<file path="src/rtl/ysyx_ifu_fetch_queue.sv">
// Instruction-fetch front end: one outstanding word read on the ifu port, returned
// {pc, inst} pairs queued toward decode; redirects flush the queue and drain a stale read.
module ysyx_ifu_fetch_queue #(
  parameter int                ADDR_W   = 32,
  parameter int                DATA_W   = 32,
  parameter int                DEPTH    = 4,
  parameter logic [ADDR_W-1:0] RESET_PC = 32'h3000_0000
) (
  input  logic                       clk,
  input  logic                       rst,
  input  logic                       redirect_valid,
  input  logic [ADDR_W-1:0]          redirect_pc,
  output logic [ADDR_W-1:0]          ifu_araddr_o,
  output logic                       ifu_arvalid_o,
  input  logic [DATA_W-1:0]          ifu_rdata,
  input  logic                       ifu_rvalid,
  output logic [DATA_W-1:0]          out_inst_o,
  output logic [ADDR_W-1:0]          out_pc_o,
  output logic                       out_valid_o,
  input  logic                       out_ready,
  output logic [$clog2(DEPTH):0]     count_o
);

  localparam int PW = $clog2(DEPTH);
  localparam int CW = PW + 1;

  localparam logic [1:0] S_IDLE = 2'd0;
  localparam logic [1:0] S_REQ  = 2'd1;
  localparam logic [1:0] S_DROP = 2'd2;

  logic [1:0]        state_q, state_d;
  logic [ADDR_W-1:0] fetch_pc_q, fetch_pc_d;
  logic [ADDR_W-1:0] stale_pc_q, stale_pc_d;
  logic [PW-1:0]     rd_ptr_q, rd_ptr_d;
  logic [PW-1:0]     wr_ptr_q, wr_ptr_d;
  logic [CW-1:0]     count_q, count_d;
  logic [ADDR_W-1:0] mem_pc_q   [DEPTH];
  logic [DATA_W-1:0] mem_inst_q [DEPTH];

  logic              push, pop;
  logic [ADDR_W-1:0] redir_aligned;

  assign redir_aligned = redirect_pc & ~ADDR_W'(3);
  assign pop           = (count_q != '0) && out_ready;
  assign push          = (state_q == S_REQ) && ifu_rvalid && !redirect_valid;

  always_comb begin
    state_d    = state_q;
    fetch_pc_d = fetch_pc_q;
    stale_pc_d = stale_pc_q;
    rd_ptr_d   = rd_ptr_q;
    wr_ptr_d   = wr_ptr_q;
    count_d    = count_q;

    // A redirect wins over any same-cycle pop or push.
    if (redirect_valid) begin
      rd_ptr_d = '0;
      wr_ptr_d = '0;
      count_d  = '0;
    end else begin
      if (push) wr_ptr_d = wr_ptr_q + PW'(1);
      if (pop)  rd_ptr_d = rd_ptr_q + PW'(1);
      count_d = count_q + CW'(push) - CW'(pop);
    end

    case (state_q)
      S_IDLE: begin
        if (redirect_valid) fetch_pc_d = redir_aligned;
        if (count_d < CW'(DEPTH)) state_d = S_REQ;
      end
      S_REQ: begin
        if (redirect_valid) begin
          fetch_pc_d = redir_aligned;
          if (!ifu_rvalid) begin
            stale_pc_d = fetch_pc_q;
            state_d    = S_DROP;
          end
        end else if (ifu_rvalid) begin
          fetch_pc_d = fetch_pc_q + ADDR_W'(4);
          state_d    = (count_d < CW'(DEPTH)) ? S_REQ : S_IDLE;
        end
      end
      S_DROP: begin
        if (redirect_valid) fetch_pc_d = redir_aligned;
        if (ifu_rvalid)     state_d    = S_REQ;
      end
      default: state_d = S_IDLE;
    endcase
  end

  always_ff @(posedge clk) begin
    if (rst) begin
      state_q    <= S_IDLE;
      fetch_pc_q <= RESET_PC;
      stale_pc_q <= RESET_PC;
      rd_ptr_q   <= '0;
      wr_ptr_q   <= '0;
      count_q    <= '0;
    end else begin
      state_q    <= state_d;
      fetch_pc_q <= fetch_pc_d;
      stale_pc_q <= stale_pc_d;
      rd_ptr_q   <= rd_ptr_d;
      wr_ptr_q   <= wr_ptr_d;
      count_q    <= count_d;
    end
  end

  // Storage is data only; occupancy is tracked by count_q, so no reset is needed here.
  always_ff @(posedge clk) begin
    if (push) begin
      mem_pc_q[wr_ptr_q]   <= fetch_pc_q;
      mem_inst_q[wr_ptr_q] <= ifu_rdata;
    end
  end

  assign ifu_arvalid_o = (state_q == S_REQ) || (state_q == S_DROP);
  assign ifu_araddr_o  = (state_q == S_DROP) ? stale_pc_q : fetch_pc_q;
  assign out_valid_o   = (count_q != '0);
  assign out_pc_o      = out_valid_o ? mem_pc_q[rd_ptr_q]   : '0;
  assign out_inst_o    = out_valid_o ? mem_inst_q[rd_ptr_q] : '0;
  assign count_o       = count_q;

endmodule

</file>
<file path="config.mk">
export PLATFORM = sky130hd
export DESIGN_NAME = ysyx_ifu_fetch_queue
export DESIGN_NICKNAME = d
export VERILOG_FILES = /design/src/rtl/ysyx_ifu_fetch_queue.sv
export SDC_FILE = /design/constraint.sdc
export NUM_CORES = 1
export LEC_CHECK = 0
export CAP_MARGIN = 15
export CELL_PAD_IN_SITES_DETAIL_PLACEMENT = 1
export CELL_PAD_IN_SITES_GLOBAL_PLACEMENT = 1
export CORE_UTILIZATION = 30
export CTS_CLUSTER_DIAMETER = 200
export DETAILED_ROUTE_END_ITERATION = 8
export DONT_BUFFER_PORTS = 1
export GPL_TIMING_DRIVEN = 0
export PLACE_DENSITY_LB_ADDON = 0.1
export SLEW_MARGIN = 15
export SYNTH_ARGS = -nofsm -noshare
export SYNTH_HDL_FRONTEND = slang
export SYNTH_SLANG_ARGS = --single-unit
</file>
<file path="constraint.sdc">
create_clock -name clk -period 5 [get_ports clk]
set_input_delay 0.5 -clock clk [delete_from_list [all_inputs] [get_ports clk]]
set_output_delay 0.5 -clock clk [all_outputs]
set_load 0.01 [all_outputs]
</file>
# Yosys cells after proc, flatten, opt, wreduce, memory -nomap -nowiden
# Memories as Yosys holds them, arrays and structs flattened. A register that Yosys moved wholly into a read port is not among the register bits.
# Index checks and enable logic that the tools add are counted.
# word_totals
in_bits	69
memories	2
reg_bits	73
ramBits	256
# classes
n_reduce_logical	13
order_cmp	1
muxes	21
n_eq_ne	7
add_sub_neg	5
n_bitwise	1
# mem_list
name	depth	width	rd	rd_clocked_by_memory_dff	wr	line_no	text
mem_inst_q	4	32	1	1	1	38	logic [DATA_W-1:0] mem_inst_q [DEPTH];
mem_pc_q	4	32	1	1	1	37	logic [ADDR_W-1:0] mem_pc_q [DEPTH];
# ops
operator	count
32-bit 2-to-1 mux	6
32-bit one-hot mux with 2 select lines	1
32-bit by 3-bit adder with 32-bit output (second input constant)	1
2-bit 2-to-1 mux	9
3-bit != test (second input constant)	2
2-bit one-hot mux with 3 select lines	1
3-bit AND reduction	2
2-bit by 1-bit adder with 2-bit output (second input constant)	2
2-bit != test (second input constant)	2
4-bit AND reduction	1
2-bit OR reduction	2
3-bit by 1-bit adder with 3-bit output	1
1-bit logical AND	3
3-bit less-than comparator (second input constant)	1
1-bit 2-to-1 mux	3
3-bit 2-to-1 mux	1
3-bit nonzero test	1
3-bit by 1-bit subtractor with 3-bit output	1
2-bit by 1-bit == test with 1-bit output (second input constant)	1
2-bit == test (second input constant)	1
2-bit zero test	1
2-bit by 1-bit != test with 1-bit output (second input constant)	1
2-bit nonzero test	1
1-bit zero test	1
2 further kinds	2

# Depth between registers and ports, before layout
# depth
ltp_word	11
mapped_depth	13

# Worst setup path after synthesis
# OpenSTA, ideal clock, no wires.
# synth_path
path_type	input-to-reg
from	in redirect_valid
to	reg state_q[0]
cell_stages	12
setup_slack_ps	1667
t_arrival_ps	3217
setup_ps	116
path_cell_list	buf_2 > nor2b_1 > nand2_1 > ha_1 > inv_1 > ha_1 > fa_1 > xor3_1 > or3b_2 > o211ai_1 > nor4_1 > a31o_2
# synth_between
elab_chain_cells	10
elab_cells_between_ends	14
# synth_lines
element	line_no	text
start, declared	11	input logic redirect_valid,
1-bit zero test	45	assign push = (state_q == S_REQ) && ifu_rvalid && !redirect_valid;
1-bit logical AND	45	
3-bit by 1-bit adder with 3-bit output	63	count_d = count_q + CW'(push) - CW'(pop);
3-bit by 1-bit subtractor with 3-bit output	63	
3-bit 2-to-1 mux	56	if (redirect_valid) begin
3-bit less-than comparator	69, 80	
1-bit 2-to-1 mux	80	state_d = (count_d < CW'(DEPTH)) ? S_REQ : S_IDLE;
2-bit 2-to-1 mux	78	end else if (ifu_rvalid) begin
2-bit 2-to-1 mux	72	if (redirect_valid) begin
2-bit one-hot mux with 3 select lines	66	case (state_q)
end signal, assigned	100	state_q <= state_d;
end, declared	31	logic [1:0] state_q, state_d;
# Parallel ways exist; a longest one is shown, timed or not. The select of a mux whose other input is x is not followed.
# A chain may end at the register's enable or synchronous reset.

# Worst setup path after layout
# layout_path
from	reg count_q[0], in the netlist count_o[0]
to	reg state_q[0]
# layout_between
elab_chain_cells	9
elab_cells_between_ends	12
# layout_lines
element	line_no	text
start, declared	36	logic [CW-1:0] count_q, count_d;
start signal, assigned	105	count_q <= count_d;
3-bit nonzero test (*)	44	assign pop = (count_q != '0) && out_ready;
1-bit logical AND (*)	44	
via pop	40	logic push, pop;
3-bit by 1-bit subtractor with 3-bit output (*)	63	
3-bit 2-to-1 mux (*)	56	
3-bit less-than comparator (*)	69, 80	
1-bit 2-to-1 mux	80	
2-bit 2-to-1 mux	78	
2-bit 2-to-1 mux	72	
2-bit one-hot mux with 3 select lines	66	
# The timed path passes the listed nets; every way through them passes the cells marked *. The select of a mux whose other input is x is not followed.

==> impl_results.md <==
- Final net count: 1,021
- DIE AREA: roughly 45,000 µm²
- Top cell type's share of synthesized area: 0.560
- Global route total overflow: 0
- Reg2Reg Launch Point: count_o[0]$_SDFF_PP0_
- Type of the worst setup path: flop to flop
- Overall Global Routing Usage: 0.168
- DRT Pass-1 Iters: 4
- Row cnt: 76
- Vias: 7,717
- Worst setup path startpoint: count_o[0]$_SDFF_PP0_
- Netlist cell types: 60
- CP most frequent cell: ha_1
- Required time of the critical path: around 5400 ps
- Max VDD drop: 0.000231 V
- Total core area: approximately 43,000 µm²
- Hold Path Class: primary input to flop
- DP HPWL: between 20,000 and 25,000 µm
- Initial Utilization: 0.306
- Hold Path Depth: 0
- Final setup TNS: 0 ps
- DR WL/cell: roughly 24 µm
- Worst skew pair latency: about 550 ps
- Buffer depth of the longest clock path: 3
- Vias per inst: ~5.0
- Die Ht: ~210 µm
- CP Cell Sequence: or3_1, clkbuf_1, and2_1, ha_1, inv_1, ha_1, fa_1, xor3_1, or3b_2, o211ai_1, nor4_1, a31o_2
- Final Cycle Share: 0.791
- Average size of a mapped cell: 14.9 µm²
- IO buf count: 0
- Vias in the first global route: 8,370
- Leakage: ~5.0 nW
- Crit end category: flop
- RSZ-0062 raised after global routing: no
- Yosys warning total: 0
- Initial antenna violation count: 5
- Residual DRC count: 0
- Pwr Density: ~460 nW/µm²
- Setup violators final: 0
- Worst EP arrival: around 4400 ps
- Post-CTS Setup Bufs: 0
- CTS tree: built
- Crit-path max FO: 10
- Post-synth ARST share: 0
- Share of cells above drive strength 1: 0.193
- CTS clk-pin slew, worst paths: around 60 ps
- Final instance area: 15,400 µm²
- Drt total wl: between 30,000 and 40,000 µm
- Post-Place Worst Slack: between 800 and 900 ps
- Clock tree sinks: roughly 320
- N_diodes: 0
- Final hold vios: 0
- Outcome: complete, no violations
- Clock root buffer: clkbuf_16
- Primary FF master, synth: edfxtp_1
- DP Area: around 14,000 µm²
- Post_cts resized: 0
- Synth area leaders: edfxtp_1 (56%), dfxtp_1 (11%), mux4_2 (11%), and2_1 (3.1%), nand2_1 (2.5%)
- Number of enable flip-flop cells after synthesis: about 250
- Max-Cap Viols: 0
- Worst path max stage delay: about 480 ps
- P&R area growth vs syn: 15.9%
- H-tree levels: 2
- Crit-path slowest cell: or3b_2
- Seq/Total Area, Yosys: 0.667
- Post-synthesis register bit count: 319
- CP Launch Type: flop
- Die W: 212 µm
- RD Place Congestion: around 0.8
- DR iter-0 viols: 403
- Max transition margin: 0.328
- Worst-Margin Slew: 1010 ps
- Global-route wire length before repair: about 55,000 µm
- Cells after Synth: 892
- Total CTS buffers: 39
- Hold buffers post-CTS: 0
- Fin crit period: about 4000 ps
- Fmax: approximately 0.25 GHz
- Area leader, netlist: edfxtp_1
- Final Max Slew Viols: 0
- Hold_sp: ifu_rdata[16]
- Final ANT Viol Nets: 0
- Mapped cell area: between 10,000 and 15,000 µm²
- Clock Skews: ~19 ps
- R2R depth: 12
- Largest net degree at the start of global routing: 36
- Smallest setup slack after layout: ~1000 ps
- Io pins: 170
where the power goes:
part           total [mW]  switching [mW]  internal, mW
logic               0.995           0.639         0.356
registers            3.34           0.252          3.08
clock network        2.83            1.09          1.73
total                7.16            1.99          5.17
registers in the layout, indices dropped and copies added (netlist names), named ones only:
name	count
wr_ptr_q	2
fetch_pc_q	30
state_q	2
rd_ptr_q	2
count_o	3
stale_pc_q	30
mem_pc_q	120
mem_inst_q	128
cell type report:
type                       count  area [µm²]
buffer                        66         294
clock buffer                  55        1100
clock inverter                15         173
fill                        4507       28000
inverter                      11        41.3
multi-input combinational    499        4120
sequential                   319        8870
tap                          585         732
timing repair buffer           4        80.1
worst max-delay path, delay by kind of cell, from the launching register on:
family / cells / cell delay (ps)
xor gates and xnor gates: 1 / 410
AOI/OAI and AO/OA: 2 / 420
buffers and inverters: 2 / 480
DFF: 1 / 350
and+or+nand+nor: 4 / 1350
adders and majority gates: 3 / 860
metrics by stage:
stage               hold slack [ps]  total power [mW]  cells  utilization
floorplan                       433              3.98    895            -
CTS                            6.13              7.29   1554        0.355
detailed placement              447              4.41   1484        0.326
finish                         50.0              7.16   1554        0.355
global route                   15.1              7.49   1554        0.355
global placement                438              4.39   1480        0.324
synthesized netlist by cell type (all sizes together), types with 3 or more instances:
cell type,n
edfxtp,248
nand2,90
dfxtp,71
and2,65
mux4,62
a21oi,46
clkbuf,42
nor2,38
mux2,29
nand3,26
buf,24
o21ai,15
and3,13
ha,11
inv,11
nand4,10
nor3,10
a31oi,7
nor4,6
a211oi,5
a21o,5
or3,5
a311oi,4
or4,4
a22oi,3
o211ai,3
o221a,3
o31ai,3
kinds of logic after synthesis:
logic type | after synthesis | synth area share
AND/OR/NAND/NOR | 276 | 0.108
multiplexers | 93 | 0.131
adder cells (fa/ha/maj) | 12 | 0.0119
other | 1 | 0.000282
flip-flops | 319 | 0.667
AO/OA/AOI/OAI | 110 | 0.0528
buffers and inverters | 77 | 0.0252
XOR/XNOR | 4 | 0.00377
per-layer routing:
| metal | up-vias | global-route usage | routed length (µm) |
|---|---|---|---|
| met4 | 6 | 0.0531 | 634 |
| met5 | - | 0 | 38 |
| met3 | 46 | 0.0476 | 2450 |
| met1 | 3984 | 0.213 | 16400 |
| li1 | 3496 | - | - |
| met2 | 185 | 0.277 | 17700 |
placed cells by master (no fill, tap or decap), types with 4 or more instances in the layout:
cell type and instances:
edfxtp_1 248, nand2_1 90, dfxtp_1 71, and2_1 65, mux4_2 62, clkbuf_1 53, a21oi_1 46, clkbuf_16 41
nor2_1 38, mux2_2 29, nand3_1 23, buf_2 18, o21ai_0 15, inv_1 11, ha_1 11, nor3_1 10
nand4_1 10, and3_1 9, a31oi_1 7, clkinv_1 6, or3_1 5, a211oi_1 5, a21o_1 5, and3_4 4
a311oi_1 4, nor4_1 4, or4_1 4, buf_4 4, conb_1 4, bufinv_16 4, buf_12 4
final timing paths:
| path | slack [ps] | endpoint |
|---|---|---|
| worst min-delay path | 50 | mem_inst_q[0][16]$_DFFE_PP_ |
| worst max-delay path | 1050 | state_q[0]$_SDFFE_PP0P_ |
| worst max register to register | 1050 | state_q[0]$_SDFFE_PP0P_ |
| worst min register to register | 450 | stale_pc_q[8]$_SDFFE_PP0P_ |
No activity file was read; power rests on OpenSTA's default activity.
